<file path="config.mk">
export PLATFORM = sky130hd
export DESIGN_NAME = keypad_scanner
export DESIGN_NICKNAME = d
export VERILOG_FILES = /design/src/rtl/keypad_pkg.sv /design/src/rtl/keypad_debounce.sv /design/src/rtl/keypad_scanner.sv
export SDC_FILE = /design/constraint.sdc
export NUM_CORES = 1
export LEC_CHECK = 0
export CORE_MARGIN = 4
export CORE_UTILIZATION = 57
export DETAILED_ROUTE_END_ITERATION = 16
export PLACE_DENSITY = 0.87
export SLEW_MARGIN = 25
export SYNTH_ARGS = -nofsm -noshare
export SYNTH_HDL_FRONTEND = slang
export SYNTH_SLANG_ARGS = --single-unit
</file>
<file path="constraint.sdc">
create_clock -name clk -period 2.9 [get_ports clk]
set_clock_uncertainty 0.05 [all_clocks]
set_input_delay 0.725 -clock clk [delete_from_list [all_inputs] [get_ports clk]]
set_output_delay 0.725 -clock clk [all_outputs]
set_load 0.005 [all_outputs]
</file>
<file path="src/rtl/keypad_pkg.sv">
// keypad_pkg: key map, scan-result type and idle constant shared by the keypad scanner.
package keypad_pkg;

    typedef struct packed {
        logic       hit;
        logic [3:0] code;
    } scan_t;

    localparam scan_t NO_KEY = '{hit: 1'b0, code: 4'h0};

    // Indexed {row, col}
    localparam logic [3:0] KEYMAP [16] = '{
        4'h1, 4'h2, 4'h3, 4'hA,
        4'h4, 4'h5, 4'h6, 4'hB,
        4'h7, 4'h8, 4'h9, 4'hC,
        4'h0, 4'hF, 4'hE, 4'hD
    };

endpackage

</file>
<file path="src/rtl/keypad_debounce.sv">
// keypad_debounce: commits a scan result after DEBOUNCE_SCANS identical scans and pulses keyEvent on new keys.
module keypad_debounce import keypad_pkg::*; #(
    parameter int DEBOUNCE_SCANS = 4
) (
    input  logic       clk,
    input  logic       rst,
    input  logic       strobe,
    input  scan_t      result,
    output logic [3:0] keyValue,
    output logic       keyPressed,
    output logic       keyEvent
);

    localparam int SW = $clog2(DEBOUNCE_SCANS + 1);

    scan_t         cand;
    logic [SW-1:0] stable, stable_next;
    logic          commit, fresh;

    always_comb begin
        stable_next = (result == cand) ? ((stable == SW'(DEBOUNCE_SCANS)) ? stable : stable + 1'b1) : SW'(1);
        commit      = strobe && stable_next == SW'(DEBOUNCE_SCANS);
        fresh       = result.hit && (result.code != keyValue || !keyPressed);
    end

    // A saturated counter re-commits every scan; that is idempotent for a held key or idle.
    always_ff @(posedge clk) begin
        if (rst) begin
            cand       <= NO_KEY;
            stable     <= '0;
            keyValue   <= 4'h0;
            keyPressed <= 1'b0;
            keyEvent   <= 1'b0;
        end else begin
            keyEvent <= commit && fresh;
            if (strobe) begin
                cand   <= result;
                stable <= stable_next;
            end
            if (commit) begin
                if (result.hit) keyValue <= result.code;
                keyPressed <= result.hit;
            end
        end
    end

endmodule

</file>
<file path="src/rtl/keypad_scanner.sv">
// keypad_scanner: 4x4 matrix keypad column scanner with row synchronizer, first-hit accumulator and debounce.
// Define KEYPAD_GHOST_REJECT_EN to discard scans that see two or more pressed keys.
module keypad_scanner import keypad_pkg::*; #(
    parameter int SCAN_DIV       = 50000,
    parameter int DEBOUNCE_SCANS = 4
) (
    input  logic       clk,
    input  logic       rst,
    output logic [3:0] col,
    input  logic [3:0] row,
    output logic [3:0] keyValue,
    output logic       keyPressed,
    output logic       keyEvent
);

    localparam int DW = $clog2(SCAN_DIV);

    logic [3:0]    row_s1, row_s2, act;
    logic [DW-1:0] dwell;
    logic [1:0]    c, r_lo;
    logic          sample, wrap, strobe;
    scan_t         acc, acc_next;

    always_comb begin
        act      = ~row_s2;
        sample   = dwell == DW'(SCAN_DIV - 1);
        wrap     = sample && c == 2'd3;
        r_lo     = act[0] ? 2'd0 : act[1] ? 2'd1 : act[2] ? 2'd2 : 2'd3;
        acc_next = (!acc.hit && |act) ? scan_t'{hit: 1'b1, code: KEYMAP[{r_lo, c}]} : acc;
        col      = ~(4'b0001 << c);
    end

    always_ff @(posedge clk) begin
        if (rst) begin
            row_s1 <= 4'hF;
            row_s2 <= 4'hF;
            dwell  <= '0;
            c      <= 2'd0;
            acc    <= NO_KEY;
        end else begin
            row_s1 <= row;
            row_s2 <= row_s1;
            dwell  <= sample ? '0 : dwell + 1'b1;
            if (sample) begin
                c   <= c + 2'd1;
                acc <= wrap ? NO_KEY : acc_next;
            end
        end
    end

`ifdef KEYPAD_GHOST_REJECT_EN
    logic multi, multi_next;

    assign multi_next = multi || (acc.hit && |act) || (act & (act - 4'd1)) != 4'd0;
    assign strobe     = wrap && !multi_next;

    always_ff @(posedge clk) begin
        if (rst || wrap) multi <= 1'b0;
        else if (sample) multi <= multi_next;
    end
`else
    assign strobe = wrap;
`endif

    keypad_debounce #(.DEBOUNCE_SCANS(DEBOUNCE_SCANS)) u_debounce (
        .clk       (clk),
        .rst       (rst),
        .strobe    (strobe),
        .result    (acc_next),
        .keyValue  (keyValue),
        .keyPressed(keyPressed),
        .keyEvent  (keyEvent)
    );

endmodule

</file>
* Word-level counts from Yosys, hierarchy flattened *
Memories as Yosys holds them, arrays and structs flattened.
Cells that the tools add are included.
Widths: inputs -> output; s select.

storage, ports and cells
  memories kept = 1
  output and inout port bits = 10
  register bits = 45
  bits in read-only memories = 64

cells by class
  equality and inequality tests = 6
  muxes and demuxes = 9
  shift operators = 1
  order comparisons = 1
  reduce and logical (&&, ||, !) cells = 11
  bitwise logic cells = 3
  add/subtract/negate cells = 3

memories
  name             words  width  read ports  clocked after memory_dff  wr ports  line                  RTL
  (no name shown)  16     4      1           0                         0         keypad_scanner.sv:29  acc_next = (!acc.hit && |act) ? scan_t'{hit: 1'b1, code: KEYMAP[{r_lo, c}]} : acc;

operators by type and width
  operator               number
  $add 16x1->16 const B  1
  $eq 16x16->1 const B   1
  $mux 5                 2
  $mux 4                 2
  $not 4->4              2
  $eq 3x3->1 const B     2
  $mux 3                 2
  $eq 5x5->1             1
  $ge 5x5->1 const B     1
  $logic_and 1x1->1      5
  $not 4->5              1
  $mux 2                 2
  $ne 4x4->1             1
  $reduce_or 4->1        1
  $shl 1x2->4 const A    1
  $add 3x1->3 const B    1
  $add 2x1->2 const B    1
  $eq 2x2->1 const B     1
  $logic_not 1->1        2
  $reduce_and 2->1       1
  $reduce_or 2->1        1
  $logic_or 1x1->1       1
  $mux 1                 1

* Logic depth before layout (Yosys ltp) *
Gate-level depths: netlist of the first run.

  depth after elaboration = 14
  depth in mapped cells = 9
  gate-level depth less buffers = 9

* Cells and area by module *
Synthesis of the first run repeated with hierarchy kept, for this count alone.

unflattened totals
  cells, all modules = 249
  area, all modules = 2243.4 sq um

modules (own cells, without submodules)
  module           cells an instance  area an instance (sq um)  times used  sequential area each (sq um)
  keypad_scanner   168                1457.6                    1           620.6
  keypad_debounce  81                 785.8                     1           280.3

* Least setup slack after synthesis of the first run *
Ideal clock, no wire load.

  kind = register -> register
  start point = register c[0]
  end point = register u_debounce.keyPressed
  slack = 384 ps
  arrival = 2335 ps
  data required time = 2718 ps
  cell stages (with the launch flop) = 10
  setup time = 132 ps
  path through = dfxtp_1 inv_1 ha_1 mux2i_1 a31oi_1 xor2_1 mux2i_1 or4_4 or3_1 nor3b_1

on the way
  word-level cells in the longest chain between the ends = 9
  elaborated cells on any way between the ends = 11

RTL lines
  item                                        line                   RTL
  start: declaration                          keypad_scanner.sv:20   logic [1:0] c, r_lo;
  start signal: assignment                    keypad_scanner.sv:45   c <= c + 2'd1;
  $not 4->5 (not written as such)             keypad_scanner.sv:29
  $mem_v2 16x4                                -
  $mux 4 (not written as such) (2 in series)  keypad_scanner.sv:29
  $mux 5                                      keypad_scanner.sv:29
  $eq 5x5->1                                  keypad_debounce.sv:21  stable_next = (result == cand) ? ((stable == SW'(DEBOUNCE_SCANS)) ? stable : stable + 1'b1) : SW'(1);
  $mux 3                                      keypad_debounce.sv:21
  $eq 3x3->1                                  keypad_debounce.sv:22  commit = strobe && stable_next == SW'(DEBOUNCE_SCANS);
  $logic_and 1x1->1 (*)                       keypad_debounce.sv:22
  end signal: assignment                      keypad_debounce.sv:42  keyPressed <= result.hit;
  end: declaration                            keypad_debounce.sv:10  output logic keyPressed,

Mark *: on every way between the ends. The rest lies on a longest branch, timed or not. The select of a mux whose other input is x is not followed.
A chain may end at the register's enable or synchronous reset.

* Worst setup path in the final report of the first run *
  start point = register c[1]
  end point = register u_debounce.keyPressed

The elaborated chain is that of the path after synthesis.

==> impl_metrics.env, run 1 <==
export IMPL_status="completed"
export IMPL_dieArea_mm2=0.00476
export IMPL_synth_top_area_share_pct=42.5
export IMPL_dr_pass1_iters=4
export IMPL_vias_per_cell=5.39
export IMPL_fin_tns_setup_ns=0
export IMPL_antenna_found_initial=0
export IMPL_synth_distinct_cells=38
export IMPL_worst_path_buf_inv=1
export IMPL_p_leak_nw=0.949
export IMPL_p_seq_share_pct=58.8
export IMPL_ir_worst_vdd_mv=0.359
export IMPL_slew_violations=0
export IMPL_seq_area_frac_synth_pct=42.5
export IMPL_clockPowerShare_pct=33.8
export IMPL_dpl_cell_area_mm2=0.00234
export IMPL_hold_start="row_s1[2]$_SDFF_PP1_"
export IMPL_tightest_slew_ns=0.655
export IMPL_grt_overflow_total=0
export IMPL_port_buffers=15
export IMPL_yosysTopAreaCell="dfxtp_1"
export IMPL_final_cells=317
export IMPL_routed_wl_mm=4.25
export IMPL_dp_hpwl_mm=3.01
export IMPL_drt_initial_drc_count=143
export IMPL_setup_worst_path_start_class="flop"
export IMPL_synthArstFlopShare_pct=0
export IMPL_dp_cells=309
export IMPL_crit_chain="inv_1, ha_1, mux2i_1, a31oi_1, xor2_1, mux2i_1, or4_4, or3_1, nor3b_1"
export IMPL_worst_setup_path_type="flop to flop"
export IMPL_p_per_area_mw_per_mm2=444
export IMPL_cts_root_buf="clkbuf_8"
export IMPL_design_core_area_mm2=0.00347
export IMPL_worst_r2r_cell_count=9
export IMPL_final_common_cell="dfxtp_1"
export IMPL_critPathSlowestCell="or4_4"
export IMPL_yosys_warnings=0
export IMPL_p_int_w=0.000832
export IMPL_holdPathStages=1
export IMPL_cts_resized=0
export IMPL_grt_pass1_vias=1591
export IMPL_synth_edf_count=0
export IMPL_path_max_fanout=6
export IMPL_synth_area_per_cell_um2=8.55
export IMPL_cpPeakStageDelay_ns=0.60
export IMPL_r2r_end="u_debounce.keyPressed$_SDFFE_PP0P_"
export IMPL_switching_share_pct=22.7
export IMPL_clk_latency_ns=0.29
export IMPL_crit_path_end_kind="flop"
export IMPL_post_cts_buffers=0
export IMPL_grt_pass1_wl_mm=7.14
export IMPL_p_sw_w=0.000245
export IMPL_routedWlPerCell_um=13.4
export IMPL_ios=16
export IMPL_crit_arrival_ns=2.85
export IMPL_ant_nets=0
export IMPL_fp_row_count=21
export IMPL_ys_flop_type="dfxtp_1"
export IMPL_clk_path_buf_depth=2
export IMPL_grt_use_total_pct=20.3
export IMPL_synth_area_leaders="dfxtp_1 (43%), xor2_1 (7.0%), nor2_1 (6.4%), ha_1 (5.3%), nand2_1 (4.3%)"
export IMPL_hp_class="flop to flop"
export IMPL_crit_path_frequent_cell="mux2i_1"
export IMPL_cts_buffers_inserted=5
export IMPL_synth_nets=263
export IMPL_ys_ff_latch=45
export IMPL_ctsHoldBuffers=0
export IMPL_fp_dieW_um=69.0
export IMPL_critPathTopFamily="simple AND/OR/NAND/NOR gates"
export IMPL_die_h_um=69.0
export IMPL_cap_violations=0
export IMPL_cts_tree="done"
export IMPL_path_clk_slew_ns=0.07
export IMPL_syn_to_final_growth_pct=14.4
export IMPL_hold_viol=0
export IMPL_netlist_area_mm2=0.00212
export IMPL_setup_violations=0
export IMPL_num_nets_final=285
export IMPL_p_comb_share_pct=7.4
export IMPL_post_route_period_util_pct=93.9
export IMPL_worstHoldEndpoint="row_s2[2]$_SDFF_PP1_"
export IMPL_clock_sinks=45
export IMPL_min_period_ns=2.72
export IMPL_timing_rr_start="c[1]$_SDFFE_PP0N_"
export IMPL_rrSetupSlack_ns=0.18
export IMPL_synth_cells=248
export IMPL_vias=1710
export IMPL_clock_fmax_ghz=0.367
export IMPL_place_gp_congestion=0.805
export IMPL_n_antenna_cell=0
export IMPL_grt_max_degree=31
export IMPL_start_util_pct=61.1
export IMPL_final_cell_mix="dfxtp_1 (45), nor2_1 (36), nand2_1 (24)"
export IMPL_rsz0062_at_grt="false"
export IMPL_slew_headroom_pct=55.7
export IMPL_crit_required_ns=3.02
export IMPL_drive_above_1_share_pct=9.23
export IMPL_final_area_mm2=0.00242
export IMPL_cts_max_level=2
export IMPL_drc_errors=0
## cells by family after synthesis
| kind of cell | Yosys count | share of synthesized area (%) |
|---|---|---|
| muxes | 6 | 2.95 |
| DFF | 45 | 42.5 |
| xor gates and xnor gates | 24 | 9.92 |
| AOI/OAI and AO/OA | 34 | 10.2 |
| adders and majority gates | 9 | 5.31 |
| buffers and inverters | 17 | 3.42 |
| and+or+nand+nor | 113 | 25.7 |
## metrics by stage
step	hold WS [ns]	worst slack (ns)	power (W)	utilization, %
after floorplan	0.339	0.384	0.000701	-
after global placement	0.341	0.279	0.000723	67.6
after detailed placement	0.343	0.204	0.000726	67.6
after CTS	0.361	0.191	0.00108	69.9
after global routing	0.386	0.0598	0.00113	69.9
final	0.359	0.177	0.00108	69.9
## synth_stat cells (3+ instances only)
library cell and number:
mux2i_1 4, nor2_1 36, o21ai_0 6, clkbuf_1 4
nand2_1 24, and3_1 3, inv_1 10, xor2_1 17
a21oi_1 13, dfxtp_1 45, xnor2_1 7, a22oi_1 4
or2_2 8, nand4_1 5, ha_1 9, nand3_1 10
nor3_1 14
## flip-flops by register name, summed over array words and instances, names as in the netlist
signal                 count
u_debounce.cand            5
u_debounce.stable          3
u_debounce.keyPressed      1
u_debounce.keyEvent        1
c                          2
u_debounce.keyValue        4
dwell                     16
row_s2                     4
acc                        5
row_s1                     4
## layout make-up
type / count / area [um2]
tap: 46 / 57.6
fill: 274 / 1040
clock buffer: 8 / 80.1
sequential: 45 / 901
timing repair buffer: 22 / 203
inverter: 10 / 37.5
multi-input combinational: 186 / 1150
## power by group through the flow
stage	logic, W	registers, W	clock network [W]
2_1_floorplan	0.0000565	0.000645	0
3_3_place_gp	0.0000763	0.000647	0
3_5_place_dp	0.0000784	0.000647	0
4_1_cts	0.0000792	0.000633	0.000373
5_1_grt	0.0000883	0.000634	0.000407
6_report	0.0000797	0.000633	0.000364
## worst max-delay path by stage
stage	slack, ns	depth (start not counted)	start	endpoint
6_report	0.18	9	c[1]$_SDFFE_PP0N_	u_debounce.keyPressed$_SDFFE_PP0P_
5_1_grt	0.06	9	c[1]$_SDFFE_PP0N_	u_debounce.keyPressed$_SDFFE_PP0P_
4_1_cts	0.19	9	c[1]$_SDFFE_PP0N_	u_debounce.keyPressed$_SDFFE_PP0P_
3_5_place_dp	0.20	9	c[1]$_SDFFE_PP0N_	u_debounce.keyPressed$_SDFFE_PP0P_
3_3_place_gp	0.28	9	c[0]$_SDFFE_PP0N_	u_debounce.keyPressed$_SDFFE_PP0P_
2_1_floorplan	0.38	9	c[0]$_SDFFE_PP0N_	u_debounce.keyPressed$_SDFFE_PP0P_
## layer usage
layer	vias to the layer above	global-route usage (%)	routed length [um]
met1	779	26.0	1930
met4	0	9.25	85
met5	-	0	0
li1	887	-	-
met2	33	32.3	2050
met3	11	4.86	184
(Power assumes the default switching activity.)
==> run 2: changes to the inputs <==
Settings changed: CORE_ASPECT_RATIO set to 1.2, PLACE_DENSITY 0.87 to unset, PLACE_DENSITY_LB_ADDON set to 0.05.
==> run 2 against run 1 <==
Effect of this change: clock power grew 35%; fmax grew 0.58%; die area is essentially flat; cell area grew 1.3%; cell count shrank 2.2%; critical endpoint unchanged; core utilization shrank 1.8 points; sequential share of layout area shrank 0.47 points; wire length shrank 8.0%; setup slack gained 0.016 ns.
==> impl_metrics.env, run 2 (same netlist as run 1, synthesis figures left out) <==
export IMPL_status="completed"
export IMPL_register_area_um2=901
export IMPL_cts_resized=0
export IMPL_design_core_area_mm2=0.00360
export IMPL_drt_initial_drc_count=54
export IMPL_multi_input_area_mm2=0.00115
export IMPL_final_common_cell="dfxtp_1"
export IMPL_grt_use_total_pct=18.1
export IMPL_path_clk_slew_ns=0.08
export IMPL_post_cts_buffers=0
export IMPL_clockPowerShare_pct=41.0
export IMPL_crit_path_frequent_cell="mux2i_1"
export IMPL_fillerInstances=318
export IMPL_die_h_um=74.8
export IMPL_hp_class="flop to flop"
export IMPL_clk_path_buf_depth=2
export IMPL_largestRegisters="dwell (16), acc (5), u_debounce.cand (5)"
export IMPL_critPathSlowestCell="or4_4"
export IMPL_num_nets_final=285
export IMPL_worst_setup_path_type="flop to flop"
export IMPL_critPathTopFamily="simple AND/OR/NAND/NOR gates"
export IMPL_fin_tns_setup_ns=0
export IMPL_dieArea_mm2=0.00476
export IMPL_crit_path_end_kind="flop"
export IMPL_grt_max_degree=31
export IMPL_final_area_mm2=0.00246
export IMPL_path_max_fanout=6
export IMPL_cap_violations=0
export IMPL_rrSetupSlack_ns=0.19
export IMPL_p_comb_share_pct=6.4
export IMPL_crit_arrival_ns=2.84
export IMPL_grt_pass1_vias=1543
export IMPL_ctsHoldBuffers=0
export IMPL_cts_max_level=2
export IMPL_p_sw_w=0.000263
export IMPL_n_antenna_cell=0
export IMPL_p_int_w=0.000941
export IMPL_final_core_utilization_pct=68.2
export IMPL_rsz0062_at_grt="false"
export IMPL_place_gp_congestion=0.872
export IMPL_worst_r2r_cell_count=9
export IMPL_drc_errors=0
export IMPL_grt_pass1_wl_mm=6.67
export IMPL_antenna_found_initial=0
export IMPL_tightest_slew_ns=0.528
export IMPL_dp_hpwl_mm=2.89
export IMPL_cts_tree="done"
export IMPL_use_met2_pct=32.7
export IMPL_drive_above_1_share_pct=10.3
export IMPL_dr_pass1_iters=4
export IMPL_p_leak_nw=0.967
export IMPL_post_route_period_util_pct=93.4
export IMPL_syn_to_final_growth_pct=15.9
export IMPL_slew_headroom_pct=64.3
export IMPL_gr_usage_met1_pct=20.3
export IMPL_holdPathStages=1
export IMPL_timing_rr_start="c[1]$_SDFFE_PP0N_"
export IMPL_crit_chain="inv_1, ha_1, mux2i_1, a31oi_1, xor2_1, mux2i_1, or4_4, or3_1, nor3b_1"
export IMPL_cts_buffers_inserted=5
export IMPL_vias_per_cell=5.49
export IMPL_start_util_pct=58.8
export IMPL_clock_fmax_ghz=0.369
export IMPL_hold_viol=0
export IMPL_p_per_area_mw_per_mm2=490
export IMPL_r2r_end="u_debounce.keyPressed$_SDFFE_PP0P_"
export IMPL_dpl_cell_area_mm2=0.00234
export IMPL_worst_path_buf_inv=1
export IMPL_regMostFlops="dwell"
export IMPL_port_buffers=15
export IMPL_routedWlPerCell_um=12.6
export IMPL_grt_overflow_total=0
export IMPL_crit_required_ns=3.04
export IMPL_switching_share_pct=21.9
export IMPL_final_cell_mix="dfxtp_1 (45), nor2_1 (36), nand2_1 (24)"
export IMPL_grtUsageMet3_pct=4.93
export IMPL_ir_worst_vdd_mv=0.350
export IMPL_fp_dieW_um=63.7
export IMPL_slew_violations=0
export IMPL_ant_nets=0
export IMPL_busiest_layer="met2"
export IMPL_clk_latency_ns=0.30
export IMPL_min_period_ns=2.71
export IMPL_total_power_w=0.00120
export IMPL_largest_reg_flops=16
export IMPL_hold_start="row_s1[1]$_SDFF_PP1_"
export IMPL_fp_row_count=24
export IMPL_p_seq_share_pct=52.6
export IMPL_cp_depth=9
export IMPL_setup_violations=0
export IMPL_ios=16
export IMPL_setup_worst_path_start_class="flop"
export IMPL_vias=1701
export IMPL_cpPeakStageDelay_ns=0.60
export IMPL_routed_wl_mm=3.92
export IMPL_clock_sinks=45
export IMPL_cts_root_buf="clkbuf_8"
export IMPL_worstHoldEndpoint="row_s2[1]$_SDFF_PP1_"
-- run 2: worst max path at each step --
stage / start / to / slack, ns
3_5_place_dp: c[1]$_SDFFE_PP0N_ / u_debounce.keyPressed$_SDFFE_PP0P_ / 0.21
3_3_place_gp: c[1]$_SDFFE_PP0N_ / u_debounce.keyPressed$_SDFFE_PP0P_ / 0.28
6_report: c[1]$_SDFFE_PP0N_ / u_debounce.keyPressed$_SDFFE_PP0P_ / 0.19
5_1_grt: c[1]$_SDFFE_PP0N_ / u_debounce.keyPressed$_SDFFE_PP0P_ / 0.02
4_1_cts: c[1]$_SDFFE_PP0N_ / u_debounce.keyPressed$_SDFFE_PP0P_ / 0.19
2_1_floorplan: c[0]$_SDFFE_PP0N_ / u_debounce.keyPressed$_SDFFE_PP0P_ / 0.38
-- run 2: per-stage QoR --
step,std cells,worst slack (ns),hold WS (ns)
finish,310,0.192,0.361
global route,310,0.0247,0.377
CTS,310,0.195,0.363
detailed placement,302,0.213,0.343
global placement,302,0.281,0.341
floorplan,248,0.384,0.339
-- run 2: power groups by stage --
stage	registers (W)	clock network [W]	logic, W
after floorplan	0.000645	0	0.0000565
after global placement	0.000647	0	0.0000765
after detailed placement	0.000647	0	0.0000782
after CTS	0.000633	0.000503	0.0000783
after global routing	0.000634	0.000529	0.0000854
final	0.000633	0.000493	0.0000775
-- run 2: worst register-to-register path, stage by stage (launching register included) --
cell	delay, ns
dfxtp_1	0.44
inv_1	0.12
ha_1	0.33
mux2i_1	0.08
a31oi_1	0.23
xor2_1	0.16
mux2i_1	0.11
or4_4	0.60
or3_1	0.36
nor3b_1	0.14
-- run 2: cell type report --
type,instances,share of cell area [%]
well taps,39,1.99
multi-input cells,186,46.7
clock buffers,6,3.36
inverters,10,1.53
clock inverters,2,1.53
repair buffers,22,8.25
flip-flops and latches,45,36.7
-- run 2: metal layers --
metal	vias to the layer above	part of all wire [%]
li1	891	-
met1	786	46
met2	18	49
met3	6	2.8
met4	0	1.8
met5	-	0
==> run 3: changes to the inputs <==
Settings changed: CORE_UTILIZATION 57 to 62, CTS_CLUSTER_SIZE set to 40, DONT_BUFFER_PORTS set to 1.
==> run 3 against run 2 <==
Effect of this change: worst hold slack gained 0.0027 ns; highest routed layer unchanged; largest power group unchanged; cell area shrank 6.7%; global-route usage grew 3.2 points; via count grew 2.1%; sequential power is essentially flat; critical endpoint unchanged; die area shrank 7.1%; power shrank 8.9%; first-iteration DRC count grew 87%; core utilization grew 1.1 points.
==> impl_metrics.env, run 3 (same netlist as run 1, synthesis figures left out) <==
export IMPL_dieArea_mm2=0.00442
export IMPL_clockPowerShare_pct=36.4
export IMPL_worst_path_buf_inv=1
export IMPL_drc_errors=0
export IMPL_switching_share_pct=24.4
export IMPL_drt_initial_drc_count=101
export IMPL_crit_chain="inv_2, ha_4, mux2i_1, a31oi_1, xor2_1, mux2i_1, or4_4, or3_1, nor3b_1"
export IMPL_grt_overflow_total=0
export IMPL_clock_fmax_ghz=0.375
export IMPL_p_comb_share_pct=5.9
export IMPL_final_area_mm2=0.00229
export IMPL_critPathTopFamily="simple AND/OR/NAND/NOR gates"
export IMPL_post_route_period_util_pct=91.9
export IMPL_clk_latency_ns=0.30
export IMPL_cts_root_buf="clkbuf_8"
export IMPL_fin_tns_setup_ns=0
export IMPL_largestRegisters="dwell (16), acc (5), u_debounce.cand (5)"
export IMPL_cpPeakStageDelay_ns=0.60
export IMPL_path_max_fanout=6
export IMPL_worst_setup_path_type="flop to flop"
export IMPL_ios=16
export IMPL_grt_pass1_vias=1679
export IMPL_crit_path_frequent_cell="mux2i_1"
export IMPL_min_period_ns=2.67
export IMPL_antenna_found_initial=0
export IMPL_whs_ns=0.364
export IMPL_crit_required_ns=3.04
export IMPL_path_clk_slew_ns=0.09
export IMPL_hp_class="flop to flop"
export IMPL_regMostFlops="dwell"
export IMPL_routed_wl_mm=4.18
export IMPL_post_cts_buffers=0
export IMPL_critPathSlowestCell="or4_4"
export IMPL_grt_max_degree=32
export IMPL_final_cells=293
export IMPL_clk_path_buf_depth=2
export IMPL_p_sw_w=0.000267
export IMPL_ir_worst_vdd_mv=0.513
export IMPL_syn_to_final_growth_pct=8.15
export IMPL_dr_pass1_iters=4
export IMPL_slew_headroom_pct=61.6
export IMPL_dpl_cell_area_mm2=0.00218
export IMPL_cts_resized=0
export IMPL_clock_sinks=45
export IMPL_ctsHoldBuffers=0
export IMPL_dp_cells=285
export IMPL_fillerInstances=272
export IMPL_fp_row_count=23
export IMPL_cts_tree="done"
export IMPL_die_h_um=72.1
export IMPL_setup_worst_path_start_class="flop"
export IMPL_hold_viol=0
export IMPL_vias_per_cell=5.93
export IMPL_drive_above_1_share_pct=12.1
export IMPL_start_util_pct=64.0
export IMPL_status="completed"
export IMPL_tightest_slew_ns=0.569
export IMPL_grt_use_total_pct=21.4
export IMPL_dp_hpwl_mm=2.97
export IMPL_total_power_w=0.00110
export IMPL_cap_violations=0
export IMPL_slew_violations=0
export IMPL_grt_pass1_wl_mm=7.17
export IMPL_ant_nets=0
export IMPL_p_seq_share_pct=57.7
export IMPL_crit_path_end_kind="flop"
export IMPL_cts_max_level=2
export IMPL_n_antenna_cell=0
export IMPL_cts_buffers_inserted=5
export IMPL_final_common_cell="dfxtp_1"
export IMPL_port_buffers=0
export IMPL_num_nets_final=270
export IMPL_p_leak_nw=0.905
export IMPL_routedWlPerCell_um=14.3
export IMPL_fp_dieW_um=61.4
export IMPL_vias=1737
export IMPL_setup_violations=0
export IMPL_rsz0062_at_grt="false"
export IMPL_design_core_area_mm2=0.00331
export IMPL_largest_reg_flops=16
export IMPL_p_int_w=0.000830
export IMPL_crit_arrival_ns=2.81
export IMPL_final_cell_mix="dfxtp_1 (44), nor2_1 (36), nand2_1 (24)"
export IMPL_place_gp_congestion=0.838
export IMPL_p_per_area_mw_per_mm2=478
run 3: changes by cell type in the layout (fill, tap and decap cells not counted):
cell / previous run / this run
bufinv_16: 1 / 0
clkbuf_8: 6 / 5
clkdlybuf4s50_1: 15 / 0
clkinv_4: 0 / 2
clkinvlp_4: 1 / 0
dfxtp_1: 45 / 44
dfxtp_2: 0 / 1
ha_1: 9 / 8
ha_4: 0 / 1
inv_1: 10 / 9
inv_2: 0 / 1
inv_6: 0 / 1
run 3: path summary, 6_finish.rpt:
check / start / end / slack [ns] / cells after the start
hold / removal: row_s1[1]$_SDFF_PP1_ / row_s2[1]$_SDFF_PP1_ / 0.36 / 1
setup reg to reg: c[0]$_SDFFE_PP0N_ / u_debounce.keyPressed$_SDFFE_PP0P_ / 0.23 / 9
setup / recovery: c[0]$_SDFFE_PP0N_ / u_debounce.keyPressed$_SDFFE_PP0P_ / 0.23 / 9
hold reg to reg: row_s1[1]$_SDFF_PP1_ / row_s2[1]$_SDFF_PP1_ / 0.36 / 1
run 3: worst register-to-register path, cell delays in order (launching register included):
cell and delay, ns:
dfxtp_1 0.41, inv_2 0.12, ha_4 0.30, mux2i_1 0.06
a31oi_1 0.21, xor2_1 0.18, mux2i_1 0.12, or4_4 0.60
or3_1 0.37, nor3b_1 0.15
run 3: metal layers:
metal	up-vias	GRT usage, %	share of wire, %
li1	861	-	-
met1	814	24.5	40
met2	53	36.2	51
met3	9	6.05	5.7
met4	0	9.20	2.6
met5	-	0	0
run 3: power by group through the flow:
stage	Sequential, W	Clock [W]	Combinational (W)
floorplan	0.000645	0	0.0000565
global placement	0.000647	0	0.0000622
detailed placement	0.000647	0	0.0000642
CTS	0.000633	0.000412	0.0000646
global route	0.000635	0.000442	0.0000720
finish	0.000633	0.000399	0.0000647
run 3: stage by stage:
step | setup WS [ns] | utilization (%)
after CTS | 0.0813 | 68.8
after floorplan | 0.384 | -
after global routing | 0.0647 | 69.3
after detailed placement | 0.190 | 66.0
final | 0.234 | 69.3
after global placement | 0.300 | 66.0
run 3: area by class of cell:
type | count | area, um2 | area share (%)
clock inverters | 3 | 26.3 | 1.15
multi-input cells | 186 | 1160 | 50.5
well taps | 37 | 46.3 | 2.02
inverters | 10 | 37.5 | 1.64
flip-flops and latches | 45 | 902 | 39.4
clock buffers | 5 | 68.8 | 3.00
repair buffers | 7 | 52.6 | 2.29
